<file path="src/rtl/bin_to_bcd_seq_if.sv">
// Handshake and digit bundle between the result register and the BCD converter.
interface bin_to_bcd_seq_if #(
  parameter int IN_WIDTH = 14
);
  logic                start;
  logic [IN_WIDTH-1:0] bin_in;
  logic                busy;
  logic                done;
  logic                overflow;
  logic [3:0]          digit3;
  logic [3:0]          digit2;
  logic [3:0]          digit1;
  logic [3:0]          digit0;

  modport master (
    output start, bin_in,
    input  busy, done, overflow, digit3, digit2, digit1, digit0
  );

  modport slave (
    input  start, bin_in,
    output busy, done, overflow, digit3, digit2, digit1, digit0
  );
endinterface

</file>
<file path="src/rtl/bin_to_bcd_seq.sv">
// Bit-serial double-dabble converter: one input bit per clock into a 5-digit
// BCD scratch, with the display digits only updated once the result is final.
module bin_to_bcd_seq #(
  parameter int IN_WIDTH = 14
) (
  input  logic                   clk,
  input  logic                   rst_n,
  bin_to_bcd_seq_if.slave        bus
);

  localparam logic [1:0] S_IDLE   = 2'd0;
  localparam logic [1:0] S_SHIFT  = 2'd1;
  localparam logic [1:0] S_FINISH = 2'd2;
  localparam int         NDIG     = 5;

  logic [1:0]          state_q, state_d;
  logic [IN_WIDTH-1:0] bin_q,   bin_d;
  logic [19:0]         scr_q,   scr_d;
  logic [19:0]         scr_adj;
  logic [4:0]          cnt_q,   cnt_d;
  logic [15:0]         dig_q,   dig_d;
  logic                busy_q,  busy_d;
  logic                done_q,  done_d;
  logic                ovf_q,   ovf_d;

  // Add-3 correction per digit, independent lanes (no inter-digit carry).
  for (genvar g = 0; g < NDIG; g++) begin : g_adj
    assign scr_adj[4*g +: 4] = (scr_q[4*g +: 4] >= 4'd5) ? scr_q[4*g +: 4] + 4'd3
                                                          : scr_q[4*g +: 4];
  end

  always_comb begin
    state_d = state_q;
    bin_d   = bin_q;
    scr_d   = scr_q;
    cnt_d   = cnt_q;
    dig_d   = dig_q;
    busy_d  = busy_q;
    done_d  = 1'b0;
    ovf_d   = ovf_q;
    case (state_q)
      S_IDLE: begin
        // busy stays up through the done cycle; a start sampled at its
        // closing edge is accepted, giving back-to-back conversions.
        busy_d = bus.start;
        if (bus.start) begin
          bin_d   = bus.bin_in;
          scr_d   = '0;
          cnt_d   = 5'(IN_WIDTH);
          state_d = S_SHIFT;
        end
      end
      S_SHIFT: begin
        scr_d = {scr_adj[18:0], bin_q[IN_WIDTH-1]};
        bin_d = {bin_q[IN_WIDTH-2:0], 1'b0};
        cnt_d = cnt_q - 5'd1;
        if (cnt_q == 5'd1) state_d = S_FINISH;
      end
      S_FINISH: begin
        dig_d   = scr_q[15:0];
        ovf_d   = (scr_q[19:16] != 4'd0) || (scr_q[15:12] > 4'd9);
        done_d  = 1'b1;
        state_d = S_IDLE;
      end
      default: begin
        state_d = S_IDLE;
        busy_d  = 1'b0;
      end
    endcase
  end

  always_ff @(posedge clk or negedge rst_n) begin
    if (!rst_n) begin
      state_q <= S_IDLE;
      bin_q   <= '0;
      scr_q   <= '0;
      cnt_q   <= '0;
      dig_q   <= '0;
      busy_q  <= 1'b0;
      done_q  <= 1'b0;
      ovf_q   <= 1'b0;
    end else begin
      state_q <= state_d;
      bin_q   <= bin_d;
      scr_q   <= scr_d;
      cnt_q   <= cnt_d;
      dig_q   <= dig_d;
      busy_q  <= busy_d;
      done_q  <= done_d;
      ovf_q   <= ovf_d;
    end
  end

  assign bus.busy     = busy_q;
  assign bus.done     = done_q;
  assign bus.overflow = ovf_q;
  assign bus.digit3   = dig_q[15:12];
  assign bus.digit2   = dig_q[11:8];
  assign bus.digit1   = dig_q[7:4];
  assign bus.digit0   = dig_q[3:0];

endmodule

</file>
<file path="src/flat_wrapper.sv">
// flat-port wrapper written by rule: the top's interface ports become plain ports
module bin_to_bcd_seq_flat 
#(
  parameter int IN_WIDTH = 14
)
  (clk, rst_n, bus_start, bus_bin_in, bus_busy, bus_done, bus_overflow, bus_digit3, bus_digit2, bus_digit1, bus_digit0);
  bin_to_bcd_seq_if #(.IN_WIDTH(IN_WIDTH)) bus_i ();
  input  logic clk;
  input  logic rst_n;
  input wire logic [$bits(bus_i.start)-1:0] bus_start;
  input wire logic [$bits(bus_i.bin_in)-1:0] bus_bin_in;
  output wire logic [$bits(bus_i.busy)-1:0] bus_busy;
  output wire logic [$bits(bus_i.done)-1:0] bus_done;
  output wire logic [$bits(bus_i.overflow)-1:0] bus_overflow;
  output wire logic [$bits(bus_i.digit3)-1:0] bus_digit3;
  output wire logic [$bits(bus_i.digit2)-1:0] bus_digit2;
  output wire logic [$bits(bus_i.digit1)-1:0] bus_digit1;
  output wire logic [$bits(bus_i.digit0)-1:0] bus_digit0;
  assign bus_i.start = bus_start;
  assign bus_i.bin_in = bus_bin_in;
  assign bus_busy = bus_i.busy;
  assign bus_done = bus_i.done;
  assign bus_overflow = bus_i.overflow;
  assign bus_digit3 = bus_i.digit3;
  assign bus_digit2 = bus_i.digit2;
  assign bus_digit1 = bus_i.digit1;
  assign bus_digit0 = bus_i.digit0;
  bin_to_bcd_seq #(.IN_WIDTH(IN_WIDTH)) u_core (.clk(clk), .rst_n(rst_n), .bus(bus_i));
endmodule
</file>
<file path="config.mk">
export PLATFORM = sky130hd
export DESIGN_NAME = bin_to_bcd_seq_flat
export DESIGN_NICKNAME = d
export VERILOG_FILES = /design/src/rtl/bin_to_bcd_seq_if.sv /design/src/rtl/bin_to_bcd_seq.sv /design/src/flat_wrapper.sv
export SDC_FILE = /design/constraint.sdc
export NUM_CORES = 1
export LEC_CHECK = 0
export CORE_MARGIN = 8
export CORE_UTILIZATION = 62
export CTS_BUF_LIST = sky130_fd_sc_hd__clkbuf_4
export DETAILED_ROUTE_END_ITERATION = 7
export PLACE_DENSITY = 0.88
export RECOVER_POWER = 100
export SLEW_MARGIN = 20
export SYNTH_ARGS = -nofsm -noshare
export SYNTH_HDL_FRONTEND = slang
export SYNTH_SLANG_ARGS = --single-unit
</file>
<file path="constraint.sdc">
create_clock -name clk -period 2.6 [get_ports clk]
set_input_delay 0.52 -clock clk [delete_from_list [all_inputs] [get_ports clk]]
set_output_delay 0.52 -clock clk [all_outputs]
set_load 0.02 [all_outputs]
</file>
# Word-level counts from Yosys, hierarchy flattened

Index checks and enable logic that the tools add are counted.

Register bits: 60
Word-level logic and storage cells: 48

Reduce and logical (&&, ||, !) cells: 7
Magnitude comparators: 6
Muxes and demuxes: 16
$add $sub $neg: 6
Equal/unequal tests: 5

Operators by type and width:

| kind                                                                     | number |
|---|---|
| 20-bit case mux with 2 select lines                                      | 1 |
| 14-bit case mux with 2 select lines                                      | 1 |
| 4-bit by 3-bit >= comparator with 1-bit output (second input constant)   | 5 |
| 20-bit two-way mux                                                       | 1 |
| 4-bit by 2-bit adder with 4-bit output (second input constant)           | 4 |
| 4-bit two-way mux                                                        | 4 |
| 14-bit two-way mux                                                       | 1 |
| 5-bit case mux with 2 select lines                                       | 1 |
| 5-bit by 1-bit equality test with 1-bit output (second input constant)   | 1 |
| 5-bit two-way mux                                                        | 1 |
| 5-bit by 1-bit subtractor with 5-bit output (second input constant)      | 1 |
| 4-bit greater-than comparator (second input constant)                    | 1 |
| 2-bit two-way mux                                                        | 2 |
| 2-bit case mux with 2 select lines                                       | 1 |
| 2-bit AND reduction                                                      | 2 |
| 4-bit nonzero test                                                       | 1 |
| 3-bit by 2-bit adder with 3-bit output (second input constant)           | 1 |
| 3-bit two-way mux                                                        | 1 |
| 2-bit by 1-bit equality test with 1-bit output (second input constant)   | 1 |
| 2-bit equality test (second input constant)                              | 1 |
| 2-bit zero test                                                          | 1 |
| 2-bit by 1-bit inequality test with 1-bit output (second input constant) | 1 |
| 2-bit inequality test (second input constant)                            | 1 |
| 1-bit case mux with 2 select lines                                       | 1 |
| 4 further kinds                                                          | 4 |

# Longest topological paths before layout

Depth in word-level cells: 3
Gate-level depth with buffers: 7
Depth with buffers taken out: 6

# Least setup slack after synthesis

Ideal clock, no wire load.

Path kind: register to register
Start point: register u_core.state_q[0]
End point: register u_core.scr_q[14]
Arrival: 1.440 ns
Setup slack: 1.056 ns
Stages on the path, launching flop included: 7
Required time: 2.496 ns
Path buffers: 1
Period minus slack after synthesis: 1.544 ns
Setup time: 0.104 ns
Cells stage by stage: dfrtp_1 inv_1 ha_1 mux2i_2 buf_2 nand2_1 o311ai_1

Word-level cells in the longest chain between the ends: 3
Elaborated cells between the ends (all ways): 6

Ends and longest elaborated chain:

| what                                                                              | line                 | text |
|---|---|---|
| start, declared                                                                   | bin_to_bcd_seq.sv:16 | `logic [1:0] state_q, state_d;` |
| start signal, assigned                                                            | bin_to_bcd_seq.sv:83 | `state_q <= state_d;` |
| 2-bit by 1-bit equality test with 1-bit output or 2-bit zero test (tied branches) | bin_to_bcd_seq.sv:41 | `case (state_q)` |
| 2-bit nonzero test (no line) or 2-bit inequality test (tied branches)             | -                    |  |
| 2-bit AND reduction (no line)                                                     | -                    |  |
| end signal, assigned                                                              | bin_to_bcd_seq.sv:85 | `scr_q <= scr_d;` |
| end, declared                                                                     | bin_to_bcd_seq.sv:18 | `logic [19:0] scr_q, scr_d;` |

Several ways; a longest one is shown, not always the timed one.
A chain may end at the register's enable or synchronous reset.

# Worst setup path after layout

Start point: register u_core.state_q[0]
End point: register u_core.bin_q[11]

Word-level cells in the longest chain between the ends: 3
Elaborated cells between the ends (all ways): 6

Ends and longest elaborated chain:

| what                                                                              | line                 | text |
|---|---|---|
| 2-bit by 1-bit equality test with 1-bit output or 2-bit zero test (tied branches) | bin_to_bcd_seq.sv:41 |  |
| 2-bit nonzero test (no line) or 2-bit inequality test (tied branches)             | -                    |  |
| 2-bit AND reduction (no line)                                                     | -                    |  |
| end signal, assigned                                                              | bin_to_bcd_seq.sv:84 | `bin_q <= bin_d;` |
| end, declared                                                                     | bin_to_bcd_seq.sv:17 | `logic [IN_WIDTH-1:0] bin_q, bin_d;` |

Several ways; a longest one is shown, not always the timed one.

==> reports/results.tsv <==
stage	metric	value	unit
critical_path	worstRegToRegCells	5	
power_and_ir_drop	powerDensity	1100	nW/um^2
critical_path	required	2.86	ns
critical_path	crit_fanout	17	
clocking	clock-sinks	60	
sta	hold_viol_final	0	
cells_and_area	nets	326	
floorplanning	ios	36	
route	first_pass_iters	6	
clocking	cts_root_buf	clkbuf_4	
floorplanning	die_h	84.0	microns
logic_synthesis	syn_inst	251	
critical_path	path_cells	inv_1, ha_1, mux2i_1, clkbuf_1, o21ai_0	
floorplanning	coreArea	4410	sq um
placed_design	gp_congestion	0.806	
route	drtIter0Drc	107	
sta	rsz0062_at_grt	no	
power_and_ir_drop	p_switching	1.46	mW
route	num_vias	2092	
critical_path	crit_arrival	2.41	ns
cells_and_area	layout_common_cells	dfrtp_1 (60), nand2_1 (24), o21ai_0 (20)	
critical_path	critical-path-max-stage-delay	0.51	ns
floorplanning	start_util	0.650	
cells_and_area	drive_gt1_frac	0.118	
critical_path	r2r_end	u_core.bin_q[11]	
logic_synthesis	ys_warn_count	0	
clocking	clk_latency	0.41	ns
logic_synthesis	async_reset_ff_frac	1.00	
clocking	cts_resized	0	
floorplanning	rows	24	
sta	finalSetupViolations	0	
sta	hold_slack	0.390	ns
power_and_ir_drop	ir_drop	0.000698	V
critical_path	rrSetupSlack	0.46	ns
floorplanning	die_w	84.0	microns
critical_path	cp_slowest_cell	clkbuf_1	
logic_synthesis	ys.flop_type	dfrtp_1	
critical_path	crit_type	flip-flop to flip-flop	
route	vias_per_cell	5.99	
logic_synthesis	yosysTopAreaCell	dfrtp_1	
sta	fin_skew	0.00657	ns
global_routing	overflow	0	
global_routing	grt_usage	0.171	
logic_synthesis	syn_area_per_cell	11.4	sq um
logic_synthesis	ys_top_cells_by_area	dfrtp_1 (52%), ha_1 (7.4%), mux2_2 (7.1%), mux2i_1 (4.5%), nand2_1 (3.1%)	
clocking	clk_pin_slew	0.10	ns
global_routing	grt_pass1_wl	9820	microns
logic_synthesis	synth-seq-cells	60	
clocking	h-tree-depth	3	
critical_path	rr_startpoint	u_core.state_q[0]	
power_and_ir_drop	combPwrFrac	0.403	
status	status	finished clean	
global_routing	grt_pass1_vias	2220	
power_and_ir_drop	intPower	2.28	mW
clocking	numCtsBuffers	9	
logic_synthesis	ys_seq_area_frac	0.523	
floorplanning	die-area	7060	sq um
route	postRouteAntennaNets	0	
route	drc	0	
power_and_ir_drop	p_clk_frac	0.195	
run	maxCapViolCount	0	
global_routing	antenna_found_initial	0	
sta	period_minus_slack	2.14	ns
cells_and_area	area_growth	18.7	%
sta	max_freq	0.466	GHz
sta	slew_headroom	0.110	
sta	worst_slew_pin_slew	1.33	ns
placed_design	place.port_buffers	35	
sta	fin_setup_tns	0	ns
global_routing	grt_max_degree	37	
clocking	ctsHoldBuffers	0	
route	finalWirelength	5760	microns
logic_synthesis	netlist_area	2870	sq um
logic_synthesis	synth_cell_types	31	
cells_and_area	final_common_cell	dfrtp_1	
power_and_ir_drop	sw_frac_of_total	0.390	
critical_path	worstSetupStartpointType	flip-flop	
clocking	cts_setup_buffers	0	
critical_path	crit_path_end_kind	flip-flop	
clocking	cts_tree	yes	
logic_synthesis	synth_edf_count	0	
power_and_ir_drop	seqPwrFrac	0.402	
route	wl_per_cell	16.5	microns
logic_synthesis	synth_top_cell_area_share	0.523	
min_path	worstHoldPathType	input port to asynchronous set/reset pin	
cells_and_area	num_antenna_cells	0	
power_and_ir_drop	leakage	1.60	nW
sta	slew_violations	0	
sta	finalCritPeriodShare	0.825	
clocking	clockBufferDepth	2	
logic_synthesis	synth_fp_nets	285	
placed_design	hpwlAfterDp	4090	microns
layer usage:
metal  wire, microns  GRT usage  vias up
met5               0          0        -
met4             106      0.100        0
met3             299     0.0479        8
met2            2970      0.281       54
met1            2380      0.194     1052
li1                -          -      978
final cells by class:
cell class / instances / area, sq um
clock inverters: 6 / 78.8
clock buffers: 10 / 75.1
flip-flops and latches: 60 / 1500
inverters: 14 / 52.6
multi-input cells: 166 / 1250
well taps: 52 / 65.1
repair buffers: 41 / 379
fillers: 301 / 1010
synthesized netlist by cell type, types with 3 or more instances:
cell type	number
nor2_1	7
o32ai_1	3
buf_2	10
ha_1	17
nand3_1	6
xor2_1	5
o311ai_1	5
dfrtp_1	60
a32o_1	5
nand2b_1	6
inv_1	14
o22ai_1	6
xnor2_1	6
mux2i_1	13
o31ai_1	5
a21oi_1	7
o21ai_1	16
nand2_1	24
o21ai_0	7
mux2_2	18
through the flow:
step                      total power, mW  area (sq um)   util  instances  worst slack, ns
after global placement               3.01          3280  0.743        333            0.621
final                                3.74          3410  0.772        349            0.456
after CTS                            3.85          3430  0.778        349            0.664
after detailed placement             3.11          3280  0.743        333            0.553
after global routing                 4.00          3410  0.772        349            0.305
after floorplan                      2.62          2870      -        251             1.06
logic make-up after synthesis:
family	after synthesis	share of synthesized area
AO/OA/AOI/OAI	58	0.132
XOR/XNOR	11	0.0336
AND/OR/NAND/NOR	48	0.0780
adder cells (fa/ha/maj)	17	0.0741
multiplexers	32	0.121
flip-flops	60	0.523
buffers and inverters	25	0.0384
power by group through the flow:
stage | Sequential (mW) | Clock (mW) | Combinational [mW]
floorplan | 1.54 | 0 | 1.09
global placement | 1.50 | 0 | 1.51
detailed placement | 1.52 | 0 | 1.59
CTS | 1.50 | 0.745 | 1.60
global route | 1.55 | 0.777 | 1.67
finish | 1.50 | 0.729 | 1.50
critical path: cells and delay by family (launching register included):
family | cells | cell delay [ns]
flops | 1 | 0.40
fa+ha+maj | 1 | 0.28
compound gates | 1 | 0.21
buf+inv | 2 | 0.62
mux | 1 | 0.49
registers in the layout, indices dropped and copies added, names as in the netlist:
register,cells
u_core.bus.busy,1
u_core.cnt_q,5
u_core.bin_q,14
u_core.state_q,2
u_core.scr_q,20
u_core.bus.overflow,1
u_core.dig_q,16
u_core.bus.done,1
worst max-delay path by stage:
stage          cells past startpoint  slack, ns               end         startpoint
3_3_place_gp                       6       0.62   u_core.cnt_q[3]          bus_start
5_1_grt                            2       0.30   u_core.cnt_q[1]              rst_n
6_report                           5       0.46  u_core.bin_q[11]  u_core.state_q[0]
4_1_cts                            1       0.66     bus_digit2[1]    u_core.dig_q[9]
3_5_place_dp                       5       0.55  u_core.scr_q[14]          bus_start
2_1_floorplan                      6       1.06  u_core.scr_q[14]  u_core.state_q[0]
Power figures use the tool's default switching activity.
